===== src/rtl/pwm_multichannel_if.sv =====
// rtl/pwm_multichannel_if.sv - control and output bundle for the multi-channel PWM block
interface pwm_multichannel_if #(
  parameter int CHANNELS       = 4,
  parameter int DUTY_WIDTH     = 8,
  parameter int FREQ_SEL_WIDTH = 2
);
  logic                           start;
  logic                           stop;
  logic [CHANNELS*DUTY_WIDTH-1:0] duty_in;
  logic [FREQ_SEL_WIDTH-1:0]      freq_sel;
  logic [CHANNELS-1:0]            pwm_out;
  logic                           period_end;
  logic                           busy;
  logic                           update_pending;

  modport master (
    output start, stop, duty_in, freq_sel,
    input  pwm_out, period_end, busy, update_pending
  );

  modport slave (
    input  start, stop, duty_in, freq_sel,
    output pwm_out, period_end, busy, update_pending
  );
endinterface


===== src/rtl/pwm_multichannel.sv =====
// rtl/pwm_multichannel.sv - shared prescaler/period counter driving CHANNELS duty comparators
module pwm_multichannel #(
  parameter int CHANNELS       = 4,
  parameter int DUTY_WIDTH     = 8,
  parameter int FREQ_SEL_WIDTH = 2,
  parameter int DIV_WIDTH      = 32,
  parameter int BASE_DIV       = 16
) (
  input  logic                clk,
  input  logic                reset,
  pwm_multichannel_if.slave   bus
);
  typedef enum logic {IDLE, RUN} state_t;

  localparam logic [DIV_WIDTH-1:0] BASE = DIV_WIDTH'(BASE_DIV);

  state_t                         state, state_next;
  logic [DIV_WIDTH-1:0]           prescaler, div;
  logic [DUTY_WIDTH-1:0]          counter;
  logic [CHANNELS*DUTY_WIDTH-1:0] active_duty, shadow_duty;
  logic [FREQ_SEL_WIDTH-1:0]      active_freq, shadow_freq;
  logic                           pending;
  logic [CHANNELS-1:0]            pwm_q, duty_hit;
  logic                           period_end_q;
  logic                           tick, boundary;

  // A divisor shifted down to zero would never tick, so it is clamped to one.
  always_comb begin
    div = BASE >> active_freq;
    if (div == '0) div = {{(DIV_WIDTH-1){1'b0}}, 1'b1};
  end

  assign tick     = (state == RUN) && (prescaler == div - 1'b1);
  assign boundary = tick && (counter == '1);

  always_comb begin
    for (int i = 0; i < CHANNELS; i++)
      duty_hit[i] = counter < active_duty[i*DUTY_WIDTH +: DUTY_WIDTH];
  end

  always_comb begin
    state_next = state;
    case (state)
      IDLE: if (bus.start && !bus.stop) state_next = RUN;
      RUN:  if (bus.stop) state_next = IDLE;
      default: state_next = IDLE;
    endcase
  end

  always_ff @(posedge clk) begin
    if (!reset) begin
      state        <= IDLE;
      prescaler    <= '0;
      counter      <= '0;
      active_duty  <= '0;
      shadow_duty  <= '0;
      active_freq  <= '0;
      shadow_freq  <= '0;
      pending      <= 1'b0;
      pwm_q        <= '0;
      period_end_q <= 1'b0;
    end else begin
      state        <= state_next;
      period_end_q <= 1'b0;
      pwm_q        <= '0;
      case (state)
        IDLE: begin
          if (bus.start && !bus.stop) begin
            active_duty <= bus.duty_in;
            active_freq <= bus.freq_sel;
            prescaler   <= '0;
            counter     <= '0;
          end
        end
        RUN: begin
          if (bus.stop) begin
            prescaler <= '0;
            counter   <= '0;
            pending   <= 1'b0;
          end else begin
            pwm_q <= duty_hit;
            if (tick) begin
              prescaler <= '0;
              counter   <= counter + 1'b1;
            end else begin
              prescaler <= prescaler + 1'b1;
            end
            if (boundary) begin
              period_end_q <= 1'b1;
              if (pending) begin
                active_duty <= shadow_duty;
                active_freq <= shadow_freq;
                pending     <= 1'b0;
              end
            end
            // A start on the boundary edge lands in the shadow and waits a full period.
            if (bus.start) begin
              shadow_duty <= bus.duty_in;
              shadow_freq <= bus.freq_sel;
              pending     <= 1'b1;
            end
          end
        end
        default: ;
      endcase
    end
  end

  assign bus.pwm_out        = pwm_q;
  assign bus.period_end     = period_end_q;
  assign bus.busy           = (state == RUN);
  assign bus.update_pending = pending;
endmodule


===== src/flat_wrapper.sv =====
// flat-port wrapper written by rule: the top's interface ports become plain ports
module pwm_multichannel_flat 
#(
  parameter int CHANNELS       = 4,
  parameter int DUTY_WIDTH     = 8,
  parameter int FREQ_SEL_WIDTH = 2,
  parameter int DIV_WIDTH      = 32,
  parameter int BASE_DIV       = 16
)
  (clk, reset, bus_start, bus_stop, bus_duty_in, bus_freq_sel, bus_pwm_out, bus_period_end, bus_busy, bus_update_pending);
  pwm_multichannel_if #(.CHANNELS(CHANNELS), .DUTY_WIDTH(DUTY_WIDTH), .FREQ_SEL_WIDTH(FREQ_SEL_WIDTH)) bus_i ();
  input  logic clk;
  input  logic reset;
  input wire logic [$bits(bus_i.start)-1:0] bus_start;
  input wire logic [$bits(bus_i.stop)-1:0] bus_stop;
  input wire logic [$bits(bus_i.duty_in)-1:0] bus_duty_in;
  input wire logic [$bits(bus_i.freq_sel)-1:0] bus_freq_sel;
  output wire logic [$bits(bus_i.pwm_out)-1:0] bus_pwm_out;
  output wire logic [$bits(bus_i.period_end)-1:0] bus_period_end;
  output wire logic [$bits(bus_i.busy)-1:0] bus_busy;
  output wire logic [$bits(bus_i.update_pending)-1:0] bus_update_pending;
  assign bus_i.start = bus_start;
  assign bus_i.stop = bus_stop;
  assign bus_i.duty_in = bus_duty_in;
  assign bus_i.freq_sel = bus_freq_sel;
  assign bus_pwm_out = bus_i.pwm_out;
  assign bus_period_end = bus_i.period_end;
  assign bus_busy = bus_i.busy;
  assign bus_update_pending = bus_i.update_pending;
  pwm_multichannel #(.CHANNELS(CHANNELS), .DUTY_WIDTH(DUTY_WIDTH), .FREQ_SEL_WIDTH(FREQ_SEL_WIDTH), .DIV_WIDTH(DIV_WIDTH), .BASE_DIV(BASE_DIV)) u_core (.clk(clk), .reset(reset), .bus(bus_i));
endmodule

===== config.mk =====
export PLATFORM = sky130hd
export DESIGN_NAME = pwm_multichannel_flat
export DESIGN_NICKNAME = d
export VERILOG_FILES = /design/src/rtl/pwm_multichannel_if.sv /design/src/rtl/pwm_multichannel.sv /design/src/flat_wrapper.sv
export SDC_FILE = /design/constraint.sdc
export NUM_CORES = 1
export LEC_CHECK = 0
export ABC_AREA = 1
export CORE_MARGIN = 2
export CORE_UTILIZATION = 35
export DETAILED_ROUTE_END_ITERATION = 16
export MAX_ROUTING_LAYER = met4
export PLACE_DENSITY = 0.53
export SYNTH_ARGS = -nofsm -noshare
export SYNTH_HDL_FRONTEND = slang
export SYNTH_SLANG_ARGS = --single-unit

===== constraint.sdc =====
create_clock -name clk -period 2.49 [get_ports clk]
set_input_delay 0.3735 -clock clk [delete_from_list [all_inputs] [get_ports clk]]
set_output_delay 0.3735 -clock clk [all_outputs]
set_load 0.02 [all_outputs]

Word level (Yosys, flattened, before mapping)

Cells that the tools add are included.
W data, S select, Z words.

Flip-flop bits (word level): 115
Input bits: 38
Output and inout port bits: 7
Word-level logic and storage cells: 65

$add $sub $neg: 3
$lt $le $gt $ge: 4
Eq/ne operators: 7
Shifts and indexed selects: 1
Muxes and demuxes: 26
Bitwise gates (word level): 3
Reduce and logical (&&, ||, !) cells: 11

Operators by type and width:

| kind                    | number |
|---|---|
| $mux W32                | 8 |
| $pmux W32 S2            | 2 |
| $add A32 B1 Y32 const B | 1 |
| $eq A32 B32 Y1          | 1 |
| $logic_not A32 Y1       | 1 |
| $lt A8 B8 Y1            | 4 |
| $shr A5 B2 Y32 const A  | 1 |
| $sub A32 B1 Y32 const B | 1 |
| $mux W8                 | 3 |
| $pmux W8 S2             | 1 |
| $add A8 B1 Y8 const B   | 1 |
| $eq A8 B8 Y1 const B    | 1 |
| $mux W2                 | 4 |
| $mux W1                 | 6 |
| $ne A2 B2 Y1 const B    | 3 |
| $pmux W2 S2             | 1 |
| $reduce_and A2 Y1       | 2 |
| $reduce_and A4 Y1       | 1 |
| $logic_and A1 B1 Y1     | 3 |
| $ne A3 B3 Y1 const B    | 1 |
| $not A1 Y1              | 3 |
| $reduce_and A3 Y1       | 1 |
| $reduce_bool A3 Y1      | 1 |
| $reduce_or A3 Y1        | 1 |
| 3 further kinds         | 3 |

Logic depth before layout (Yosys ltp)

Depth after elaboration: 10
Gate-level depth with buffers: 16
Gate-level depth less buffers: 15

Worst setup path after synthesis

OpenSTA, ideal clock, no wires.

Path type: register to register
From: register u_core.active_freq[1]
To: register u_core.active_duty[11]
Setup time: 0.113 ns
Data arrival time: 1.780 ns
Data required time: 2.377 ns
Slack: 0.597 ns
Cell stages (with the launch flop): 15
Buffers on the path: 1
Period minus slack after synthesis: 1.893 ns
Path through: dfxtp_1 -> nand2_1 -> ha_1 -> inv_1 -> nand2_1 -> nand3_1 -> nor2_1 -> nand3_1 -> nor2_1 -> nand4_1 -> nand2_2 -> nand2_4 -> buf_2 -> nor2_1 -> nor2_1

Cells in the longest elaborated chain, start to end: 9

RTL lines:

| element                              | line                   | RTL |
|---|---|---|
| start, declared                      | pwm_multichannel.sv:21 | `logic [FREQ_SEL_WIDTH-1:0] active_freq, shadow_freq;` |
| start signal, assigned               | pwm_multichannel.sv:70 | `active_freq <= bus.freq_sel;` |
| start signal, assigned               | pwm_multichannel.sv:92 | `active_freq <= shadow_freq;` |
| $shr A5 B2 Y32 *                     | pwm_multichannel.sv:29 | `div = BASE >> active_freq;` |
| $logic_not A32 Y1                    | pwm_multichannel.sv:30 | `if (div == '0) div = {{(DIV_WIDTH-1){1'b0}}, 1'b1};` |
| $mux W32 *                           | pwm_multichannel.sv:30 |  |
| $sub A32 B1 Y32 *                    | pwm_multichannel.sv:33 | `assign tick = (state == RUN) && (prescaler == div - 1'b1);` |
| $eq A32 B32 Y1 *                     | pwm_multichannel.sv:33 |  |
| $logic_and A1 B1 Y1 *                | pwm_multichannel.sv:33 |  |
| $logic_and A1 B1 Y1 *                | pwm_multichannel.sv:34 | `assign boundary = tick && (counter == '1);` |
| $ne A2 B2 Y1 (no source line) *      | -                      |  |
| $reduce_and A4 Y1 (no source line) * | -                      |  |
| end signal, assigned                 | pwm_multichannel.sv:69 | `active_duty <= bus.duty_in;` |
| end signal, assigned                 | pwm_multichannel.sv:91 | `active_duty <= shadow_duty;` |
| end, declared                        | pwm_multichannel.sv:20 | `logic [CHANNELS*DUTY_WIDTH-1:0] active_duty, shadow_duty;` |

Every way passes the cells marked *; elsewhere a longest branch is shown, timed or not.
A chain may end at the register's enable or synchronous reset.

Worst setup path in the final report

From: register u_core.active_freq[1]
To: register u_core.prescaler[7]

Cells in the longest elaborated chain, start to end: 9

RTL lines:

| element               | line                   | RTL |
|---|---|---|
| $shr A5 B2 Y32 *      | pwm_multichannel.sv:29 |  |
| $logic_not A32 Y1     | pwm_multichannel.sv:30 |  |
| $mux W32 *            | pwm_multichannel.sv:30 |  |
| $sub A32 B1 Y32 *     | pwm_multichannel.sv:33 |  |
| $eq A32 B32 Y1 *      | pwm_multichannel.sv:33 |  |
| $logic_and A1 B1 Y1 * | pwm_multichannel.sv:33 |  |
| $mux W32 *            | pwm_multichannel.sv:82 | `if (tick) begin` |
| $mux W32 *            | pwm_multichannel.sv:76 | `if (bus.stop) begin` |
| $pmux W32 S2 *        | pwm_multichannel.sv:66 | `case (state)` |
| end signal, assigned  | pwm_multichannel.sv:86 | `prescaler <= prescaler + 1'b1;` |
| end, declared         | pwm_multichannel.sv:18 | `logic [DIV_WIDTH-1:0] prescaler, div;` |

Marks and branches as above.

==> metrics.yaml <==
status: "finished, final reports clean"
vias: 5842
dp_cells: 1198
ff2ff_path_depth: 10
clk_latency_ps: 420
clockBufferDepth: 2
hpwlAfterDp_mm: 11.7
wirelength_mm: 16.5
slowest_stage: "dfxtp_2"
async_reset_ff_share_pct: 0
diodes: 0
ys.flop_type: "dfxtp_1"
holdWs_ps: 451
cts.reportedPaths.clkPinSlew_ps: 60
cts_tree: "done"
crit_arrival_ps: 2460
die_w_um: 138
leakagePower_nw: 3.13
drt_iter0_markers: 299
start_util_pct: 35.4
gp_congestion: 0.846
yosysSeqAreaShare_pct: 36.5
reg2reg_from: "u_core.active_freq[1]$_SDFFE_PN0P_"
rsz0062_at_grt: "no"
ir_worst_vdd_uv: 464
r2r_slack_ps: 370
max_freq_mhz: 472
wl_per_cell_um: 13.4
fin_crit_sh_pct: 85.0
drive_gt1_share_pct: 8.19
die_h_um: 138
fillers: 1912
ioPinCount: 45
synthTopCellsByArea: "dfxtp_1, nand2_1, a21oi_1"
start_kind: "flip-flop"
synth.net_count: 1014
rr_endpoint: "u_core.prescaler[7]$_SDFFE_PN0P_"
final_common_cell: "nand2_1"
min_from: "u_core.shadow_duty[20]$_SDFFE_PN0P_"
pwr-share-seq_pct: 40.1
portBuffers: 44
grt_pass1_vias: 5433
antenna_found_initial: 0
worstPathRequired_ps: 2830
maxSlewHeadroom_pct: 65.2
holdPathEnd: "u_core.shadow_duty[20]$_SDFFE_PN0P_"
slew_violations: 0
critPathMaxStageDelay_ps: 390
hold_viol_final: 0
crit_top_cell: "nand2_1"
syn_avg_cell_area_um2: 6.68
ys_types: 42
syn_area_mm2: 0.00631
setup_viol: 0
cts_buffers: 17
cts_root_buffer: "clkbuf_16"
synth_top_area_share_pct: 36.5
tns_ps: 0
worstMarginPinSlew_ps: 523
holdCritPathClass: "reg -> reg"
numClockSinks: 115
synthCells: 945
synth_edf_count: 0
cap_viol_max_count: 0
post-route-min-period_ps: 2120
coreArea_mm2: 0.0178
hold_depth: 2
sw_frac_of_total_pct: 26.1
ant_nets: 0
htreeDepth: 4
power_mw: 4.84
floorplan.rows: 49
yosysWarnings: 0
power.switching_mw: 1.26
grt_pass1_wl_mm: 27.5
comb_power_share_pct: 10.6
track_usage_pct: 18.3
layout.nets: 1057
area_growth_syn_to_layout_pct: 20.2
p_per_area_mw_per_mm2: 637
final_cell_mix: "nand2_1, dfxtp_1, nor2_1, inv_1, a21oi_1"
grt_overflow: 0
grt_max_degree: 56
cts_setup_buffers: 0
p_int_mw: 3.57
cp_max_fo: 14
ys_ff_latch: 115
dr.pass1.iters: 5
pwr-share-clk_pct: 49.3
end_kind: "flip-flop"
yosys.area.top_type: "dfxtp_1"
path_class: "reg -> reg"
post-route-drc-count: 0
fin_cells: 1230
via_per_inst: 4.75
skew_ps: 9.61
die_area_mm2: 0.0191
crit_chain: "nand2_1, ha_1, nand2_1, o21a_1, nor2_1, nand3_1, nand2_2, nor2_4, inv_2, o21ai_0"
## stage by stage
step                worst slack, ps  instance area [um2]  utilization, %
floorplan                       597                 6310               -
finish                          373                 7590            42.6
detailed placement              232                 7020            39.4
global route                    110                 7590            42.6
global placement                178                 7020            39.4
CTS                             207                 7590            42.5
## worst max path at each step
stage                                          end                                from
2_1_floorplan  u_core.active_duty[11]$_SDFFE_PN0P_  u_core.active_freq[1]$_SDFFE_PN0P_
3_3_place_gp        u_core.counter[1]$_SDFFE_PN0P_  u_core.active_freq[1]$_SDFFE_PN0P_
3_5_place_dp        u_core.counter[1]$_SDFFE_PN0P_  u_core.active_freq[1]$_SDFFE_PN0P_
4_1_cts             u_core.counter[1]$_SDFFE_PN0P_  u_core.active_freq[1]$_SDFFE_PN0P_
5_1_grt             u_core.counter[1]$_SDFFE_PN0P_  u_core.active_freq[1]$_SDFFE_PN0P_
6_report          u_core.prescaler[7]$_SDFFE_PN0P_  u_core.active_freq[1]$_SDFFE_PN0P_
## synthesized netlist by cell type, drive strengths merged, types with 4 or more instances
cell,count
o21ai,45
nand3,70
a21oi,79
dfxtp,115
o22ai,14
inv,101
clkbuf,24
nand4,10
xor2,12
nand2,274
nor3,20
ha,31
o211ai,4
buf,18
nor2,110
## cell type report
cell class	instances	area, um2	share of cell area [%]
multi-input cells	687	3430	45.2
flip-flops and latches	115	2300	30.4
repair buffers	66	618	8.14
clock buffers	19	433	5.70
inverters	101	379	4.99
well taps	229	287	3.77
clock inverters	13	136	1.80
## flip-flops by register name, summed over array words and instances, names as in the netlist
name / count
u_core.prescaler: 32
u_core.active_freq: 2
u_core.bus.busy: 1
u_core.bus.update_pending: 1
u_core.counter: 8
u_core.bus.period_end: 1
u_core.active_duty: 32
u_core.shadow_freq: 2
u_core.bus.pwm_out: 4
u_core.shadow_duty: 32
## layer usage
metal  part of all wire, %  up-vias  track usage (%)
met5                     0        -                -
met4                  0.77        0             4.35
met3                   3.6       11             3.67
met2                    47       94             29.9
met1                    48     2591             23.2
li1                      -     3146                -
## power groups by stage
stage	Clock, mW	Sequential (mW)	Combinational, mW
after floorplan	0	1.97	0.338
after global placement	0	1.98	0.515
after detailed placement	0	1.98	0.513
after CTS	2.44	1.94	0.516
after global routing	2.52	1.95	0.587
final	2.39	1.94	0.511
## timing repair
action                                 CTS  global route
endpoints found under the hold margin    0             0
setup endpoints to repair                0             6
resized for setup                        0             2
hold buffers                             0             0
## cell families after synthesis
group           synth area share [%]
compound gates                  12.9
xor+xnor                        1.94
fa+ha+maj                       6.14
buf+inv                         9.15
flops                           36.5
simple gates                    33.4
## critical path, delay by kind of cell, from the launching register on
kind	cells	cell delay, ps
fa+ha+maj	1	210
compound gates	2	360
flops	1	390
buf+inv	1	200
simple gates	6	880
No activity file was read; power rests on OpenSTA's default activity.
